`src/rtl/pe_loader.sv`:
```
// pe_loader: converts a half-precision input stream to single precision, writes it
// into the PE controller's BRAM (matrix row-major, then vector), kicks the PE and waits.
module pe_loader #(
    parameter int VECTOR_SIZE = 64,
    parameter int L_RAM_SIZE  = 6
) (
    input  logic        aclk,
    input  logic        areset,
    input  logic        run,
    output logic        busy,
    input  logic        s_valid,
    output logic        s_ready,
    input  logic [15:0] s_data,
    output logic        pe_start,
    input  logic        pe_done,
    output logic        done,
    output logic [31:0] BRAM_ADDR,
    output logic [31:0] BRAM_WRDATA,
    output logic [3:0]  BRAM_WE
);

    localparam int IDX_W       = 2 * L_RAM_SIZE + 1;
    localparam int TOTAL_WORDS = VECTOR_SIZE * VECTOR_SIZE + VECTOR_SIZE;
    localparam int PAD_W       = 32 - IDX_W - 2;

    localparam logic [IDX_W-1:0] LAST_IDX = IDX_W'(TOTAL_WORDS - 1);
    localparam logic [IDX_W-1:0] IDX_ONE  = IDX_W'(1);
    localparam logic [IDX_W-1:0] IDX_ZERO = IDX_W'(0);

    typedef enum logic [2:0] {
        ST_IDLE = 3'd0,
        ST_LOAD = 3'd1,
        ST_KICK = 3'd2,
        ST_WAIT = 3'd3,
        ST_DONE = 3'd4
    } state_e;

    // Subnormals flush to signed zero; Inf/NaN keep their payload; normals rebias 15 -> 127.
    function automatic logic [31:0] half_to_single(input logic [15:0] h);
        logic [31:0] f;
        if (h[14:10] == 5'd0) begin
            f = {h[15], 31'd0};
        end else if (h[14:10] == 5'h1F) begin
            f = {h[15], 8'hFF, h[9:0], 13'd0};
        end else begin
            f = {h[15], ({3'd0, h[14:10]} + 8'd112), h[9:0], 13'd0};
        end
        return f;
    endfunction

    state_e            state_q, state_d;
    logic [IDX_W-1:0]  idx_q, idx_d;
    logic              busy_q, busy_d;
    logic              s_ready_q, s_ready_d;
    logic              pe_start_q, pe_start_d;
    logic              done_q, done_d;
    logic [31:0]       addr_q, addr_d;
    logic [31:0]       wrdata_q, wrdata_d;
    logic [3:0]        we_q, we_d;
    logic              beat_acc_s;

    assign beat_acc_s = s_valid && (state_q == ST_LOAD);

    // State register.
    always_ff @(posedge aclk) begin
        if (areset) begin
            state_q <= ST_IDLE;
        end else begin
            state_q <= state_d;
        end
    end

    // Next-state logic; the terminal beat leaves LOAD so idx never wraps.
    always_comb begin
        state_d = state_q;
        case (state_q)
            ST_IDLE: begin
                if (run) state_d = ST_LOAD;
                else     state_d = ST_IDLE;
            end
            ST_LOAD: begin
                if (beat_acc_s && (idx_q == LAST_IDX)) state_d = ST_KICK;
                else                                   state_d = ST_LOAD;
            end
            ST_KICK: state_d = ST_WAIT;
            ST_WAIT: begin
                if (pe_done) state_d = ST_DONE;
                else         state_d = ST_WAIT;
            end
            ST_DONE: state_d = ST_IDLE;
            default: state_d = ST_IDLE;
        endcase
    end

    // Control outputs are decoded from the state being entered so they line up with state_q.
    always_comb begin
        busy_d     = 1'b0;
        s_ready_d  = 1'b0;
        pe_start_d = 1'b0;
        done_d     = 1'b0;
        case (state_d)
            ST_IDLE: begin
                busy_d = 1'b0;
            end
            ST_LOAD: begin
                busy_d    = 1'b1;
                s_ready_d = 1'b1;
            end
            ST_KICK: begin
                busy_d     = 1'b1;
                pe_start_d = 1'b1;
            end
            ST_WAIT: begin
                busy_d = 1'b1;
            end
            ST_DONE: begin
                busy_d = 1'b1;
                done_d = 1'b1;
            end
            default: begin
                busy_d = 1'b0;
            end
        endcase
    end

    // Element index and BRAM write port; address and data hold between writes with WE low.
    always_comb begin
        idx_d    = idx_q;
        addr_d   = addr_q;
        wrdata_d = wrdata_q;
        we_d     = 4'h0;
        if ((state_q == ST_IDLE) && run) begin
            idx_d = IDX_ZERO;
        end else if (beat_acc_s) begin
            idx_d    = idx_q + IDX_ONE;
            addr_d   = {{PAD_W{1'b0}}, idx_q, 2'b00};
            wrdata_d = half_to_single(s_data);
            we_d     = 4'hF;
        end else begin
            idx_d = idx_q;
        end
    end

    // Datapath and output registers.
    always_ff @(posedge aclk) begin
        if (areset) begin
            idx_q      <= IDX_ZERO;
            busy_q     <= 1'b0;
            s_ready_q  <= 1'b0;
            pe_start_q <= 1'b0;
            done_q     <= 1'b0;
            addr_q     <= 32'd0;
            wrdata_q   <= 32'd0;
            we_q       <= 4'h0;
        end else begin
            idx_q      <= idx_d;
            busy_q     <= busy_d;
            s_ready_q  <= s_ready_d;
            pe_start_q <= pe_start_d;
            done_q     <= done_d;
            addr_q     <= addr_d;
            wrdata_q   <= wrdata_d;
            we_q       <= we_d;
        end
    end

    assign busy        = busy_q;
    assign s_ready     = s_ready_q;
    assign pe_start    = pe_start_q;
    assign done        = done_q;
    assign BRAM_ADDR   = addr_q;
    assign BRAM_WRDATA = wrdata_q;
    assign BRAM_WE     = we_q;

endmodule
```
`config.mk`:
```
export PLATFORM = sky130hd
export DESIGN_NAME = pe_loader
export DESIGN_NICKNAME = d
export VERILOG_FILES = /design/src/rtl/pe_loader.sv
export SDC_FILE = /design/constraint.sdc
export NUM_CORES = 1
export LEC_CHECK = 0
export BUFFER_PORTS_ARGS = -buffer_cell sky130_fd_sc_hd__buf_2
export CAP_MARGIN = 20
export CELL_PAD_IN_SITES_DETAIL_PLACEMENT = 0
export CELL_PAD_IN_SITES_GLOBAL_PLACEMENT = 1
export CORE_MARGIN = 1
export CORE_UTILIZATION = 31
export CTS_CLUSTER_SIZE = 14
export DETAILED_ROUTE_END_ITERATION = 12
export PLACE_DENSITY = 0.82
export SLEW_MARGIN = 20
export SYNTH_ARGS = -nofsm -noshare
export SYNTH_HDL_FRONTEND = slang
export SYNTH_SLANG_ARGS = --single-unit
export TNS_END_PERCENT = 20
```
`constraint.sdc`:
```
create_clock -name aclk -period 1.33 [get_ports aclk]
set_input_delay 0.0665 -clock aclk [delete_from_list [all_inputs] [get_ports aclk]]
set_output_delay 0.0665 -clock aclk [all_outputs]
set_load 0.02 [all_outputs]
```
Word-level counts from Yosys, hierarchy flattened. Index checks and enable logic that the tools add are counted.

Add/subtract/negate cells: 2. Equal/unequal tests: 9. Mux-type cells: 11. Bitwise gates (word level): 1. Reduce and logical (&&, ||, !) cells: 8.

Operators with widths (count): 31-bit two-way mux (2); 13-bit by 1-bit adder with 13-bit output (second input constant) (1); 13-bit == test (second input constant) (1); 3-bit by 2-bit == test with 1-bit output (second input constant) (4); 3-bit case mux with 4 select lines (1); 5-bit by 7-bit adder with 8-bit output (second input constant) (1); 3-bit by 1-bit == test with 1-bit output (second input constant) (2); 5-bit == test (second input constant) (1); 5-bit logical NOT (1); 1-bit two-way mux (5); 4-bit two-way mux (1); 4-bit OR reduction (1); 3-bit == test (second input constant) (1); 1-bit logical AND (3); 3-bit logical NOT (1); 3-bit two-way mux (1); 2-bit two-way mux (1); 2-bit AND reduction (1); 2-bit OR reduction (1); 1-bit inverter (1).

Bits in registers: 69. Output and inout port bits: 72.

Longest topological paths before layout.
Depth after elaboration: 8. Gate-level depth with buffers: 5. Depth with buffers taken out: 4.

Least setup slack after synthesis. Ideal clock, no wire load.

Path kind: reg-to-reg. From: register state_q[1]. To: register idx_q[10]. Arrival: 1.315 ns. Path slack: -0.115 ns. Cell stages (with the launch flop): 5. Buffers on the path: 1. Cell sequence: dfxtp_1 -> or4b_2 -> buf_2 -> nand3b_1 -> mux2i_1.

Word-level cells in the longest chain between the ends: 3. Elaborated cells on any way between the ends: 5. Classes of those cells: 1 x eq/ne; 4 x reduce/logical.

RTL lines: start, declared (RTL line 51) `state_e state_q, state_d;`; start signal, assigned (RTL line 69) `state_q <= state_d;`; 3-bit logical NOT (RTL line 132) `if ((state_q == ST_IDLE) && run) begin`; 1-bit logical AND (RTL line 132); 2-bit OR reduction (no source line); end signal, assigned (RTL line 156) `idx_q <= idx_d;`; end, declared (RTL line 52) `logic [IDX_W-1:0] idx_q, idx_d;`.

Several ways; a longest one is shown, not always the timed one. A chain may end at the register's enable or synchronous reset.

Final worst setup path.
From: register state_q[1]. To: register s_ready_q, in the netlist s_ready.

Word-level cells in the longest chain between the ends: 7. Elaborated cells on any way between the ends: 10. Classes of those cells: 4 x eq/ne; 3 x mux; 3 x reduce/logical.

RTL lines: 3-bit by 1-bit == test with 1-bit output (RTL line 62, 76); 1-bit logical AND (RTL line 62) `assign beat_acc_s = s_valid && (state_q == ST_LOAD);`; 1-bit logical AND (RTL line 82) `if (beat_acc_s && (idx_q == LAST_IDX)) state_d = ST_KICK;`; 2-bit two-way mux (RTL line 82); 3-bit case mux with 4 select lines (*) (RTL line 76) `case (state_q)`; 3-bit by 1-bit == test with 1-bit output (*) (RTL line 101) `case (state_d)`; 1-bit two-way mux (*) (RTL line 101); end signal, assigned (RTL line 158) `s_ready_q <= s_ready_d;`; end, declared (RTL line 54) `logic s_ready_q, s_ready_d;`.

Mark *: on every way between the ends. The rest lies on a longest branch, timed or not.

==> flow_metrics.tcl <==
set metrics [dict create \
    layout-drive-gt1-share_pct 37.9 \
    p_per_area_nw_per_um2 1000 \
    grt_max_degree 20 \
    die_h_um 88.8 \
    num_vias 2099 \
    grt_first_pass_wirelength_um 8820 \
    critPathRequiredTime_ns 1.52 \
    ys_seq_elements 51 \
    ant_nets 0 \
    synth_area_per_cell_um2 8.41 \
    gr-total-overflow 0 \
    power.total_uw 3100 \
    yosysSeqAreaShare_pct 43.7 \
    ios 93 \
    criticalPathCategory "flop to flop" \
    place_worst_setup_slack_ns -0.107 \
    tns_ns -1.22 \
    wirelength_um 5690 \
    min_path_type "input pin to flop" \
    slew_violations 0 \
    final_common_cell "buf_2" \
    ctsRootBufferMaster "clkbuf_8" \
    mostFrequentLayoutCells "buf_2, nand2_1, dfxtp_1" \
    rows 31 \
    finalHoldViolCount 0 \
    violations "setup timing" \
    vias_per_cell 4.61 \
    crit_path_cell_trace "buf_6, nor4bb_4, buf_4, nand4_1, nor3b_2" \
    path_buf_inv 2 \
    critPathArrivalTime_ns 1.61 \
    initialDrtViolationCount 129 \
    rsz0062_at_grt "true" \
    grt_pass1_vias 1810 \
    p_leak_uw 0.00126 \
    clock_latency_ns 0.30 \
    synth.yosys.warnings 0 \
    period_share_pct 107 \
    ir_worst_vdd_mv 0.526 \
    cts.clk_slew.worst_paths_ns 0.09 \
    max_stage_delay_ns 0.35 \
    num-fill-cells 745 \
    dp_hpwl_um 3860 \
    finalSetupViolCount 28 \
    syn_to_final_growth_pct 32.3 \
    path_max_fanout 4 \
    drc 0 \
    cts_tree "yes" \
    antenna_found_initial 0 \
    placed_cells 440 \
    syn_inst 278 \
    core_area_um2 7250 \
    cp-end-kind "flop" \
    ctsHoldBuffers 0 \
    drv_cap 0 \
    clockBufferDepth 2 \
    crit_family "simple AND/OR/NAND/NOR gates" \
    netlist_area_um2 2340 \
    wire_per_inst_um 12.5 \
    port_buffers 60 \
    place_congestion 0.771 \
    h-tree-depth 2 \
    dieArea_um2 7890 \
    cts_made_buffers 5 \
    synth_cell_types 37 \
    slowest_stage "dfxtp_2" \
    synth_ff_type "dfxtp_1" \
    worst_slack_ns -0.0943 \
    synth_edf_count 0 \
    cts_num_sinks 51 \
    final_cell_count_no_fill 455 \
    n_antenna_cell 0 \
    worstSetupStartpointType "flop" \
    start_util_pct 32.2 \
    drtPass1Iterations 4 \
    skew_ns 0.00483 \
    grt.total_usage_pct 14.5 \
    status "finished with violations" \
    final_nets 377 \
    period_minus_slack_ns 1.42 \
    die_x_um 88.8 \
    fmax_ghz 0.702 \
    async_flop_share_pct 0 \
    whs_ns 0.0134 \
]
[cells by family after synthesis]
logic type	share of synthesized area, %
compound gates	14.9
other cells	0.160
xor+xnor	0.375
flops	43.7
fa+ha+maj	0.535
buf+inv	16.1
mux	1.71
simple gates	22.5
[worst reg2reg max path, stage by stage, from the launching register on]
cell and delay, ns:
dfxtp_2 0.35, buf_6 0.13, nor4bb_4 0.26, buf_4 0.20
nand4_1 0.17, nor3b_2 0.22
[sequential cells by signal, indices dropped and copies added (netlist names)]
register     cells
BRAM_WRDATA     17
BRAM_ADDR       13
idx_q           13
state_q          3
BRAM_WE          1
busy             1
done             1
pe_start         1
s_ready          1
[synth_stat cells (5+ instances only)]
master,number,area share (%)
o211ai_1,10,3.2
buf_4,37,12
nand3_1,9,1.9
nand2_1,53,8.5
o21ai_0,6,1.3
dfxtp_1,51,44
nand3b_1,5,1.6
clkbuf_1,8,1.3
buf_2,7,1.5
a21oi_1,39,8.4
[per-layer routing]
metal	wire, µm	global-route usage [%]	share of wire, %
met1	2640	19.7	46
met2	2700	23.7	47
met3	327	3.36	5.7
met4	24	2.35	0.42
met5	0	0	0
[report_power, final]
group / internal, µW / switching, µW
logic: 130 / 280
clock network: 609 / 504
registers: 1560 / 20.0
[what timing repair did]
action                     4_1_cts  5_1_grt
buffers inserted                 2        1
gates resized for setup         20       17
pin swaps                       10        4
cloned                           4        0
setup endpoints to repair       45       46
[worst paths after layout]
kind	startpoint	end	slack, ns	cells after the start
worst min-delay path	s_data[15]	BRAM_WRDATA[31]	0.01	3
worst max-delay path	state_q[1]	s_ready	-0.09	5
worst min register to register	BRAM_ADDR[11]	BRAM_ADDR[11]	0.46	2
worst max register to register	state_q[1]	s_ready	-0.09	5
[final cells by class]
cell class / instances / area, µm² / share of cell area [%]
multi-input cells: 202 / 1240 / 40.3
flip-flops and latches: 51 / 1030 / 33.3
repair buffers: 90 / 557 / 18.0
well taps: 99 / 124 / 4.01
clock buffers: 6 / 82.6 / 2.67
clock inverters: 2 / 35.0 / 1.13
inverters: 5 / 18.8 / 0.607
[through the flow]
step,instance area [µm²],util (%)
after floorplan,2470,-
after global placement,2750,37.8
after detailed placement,2750,37.8
after CTS,3010,41.5
after global routing,3090,42.6
final,3090,42.6
Note: power is estimated with default switching activity, not from simulation.
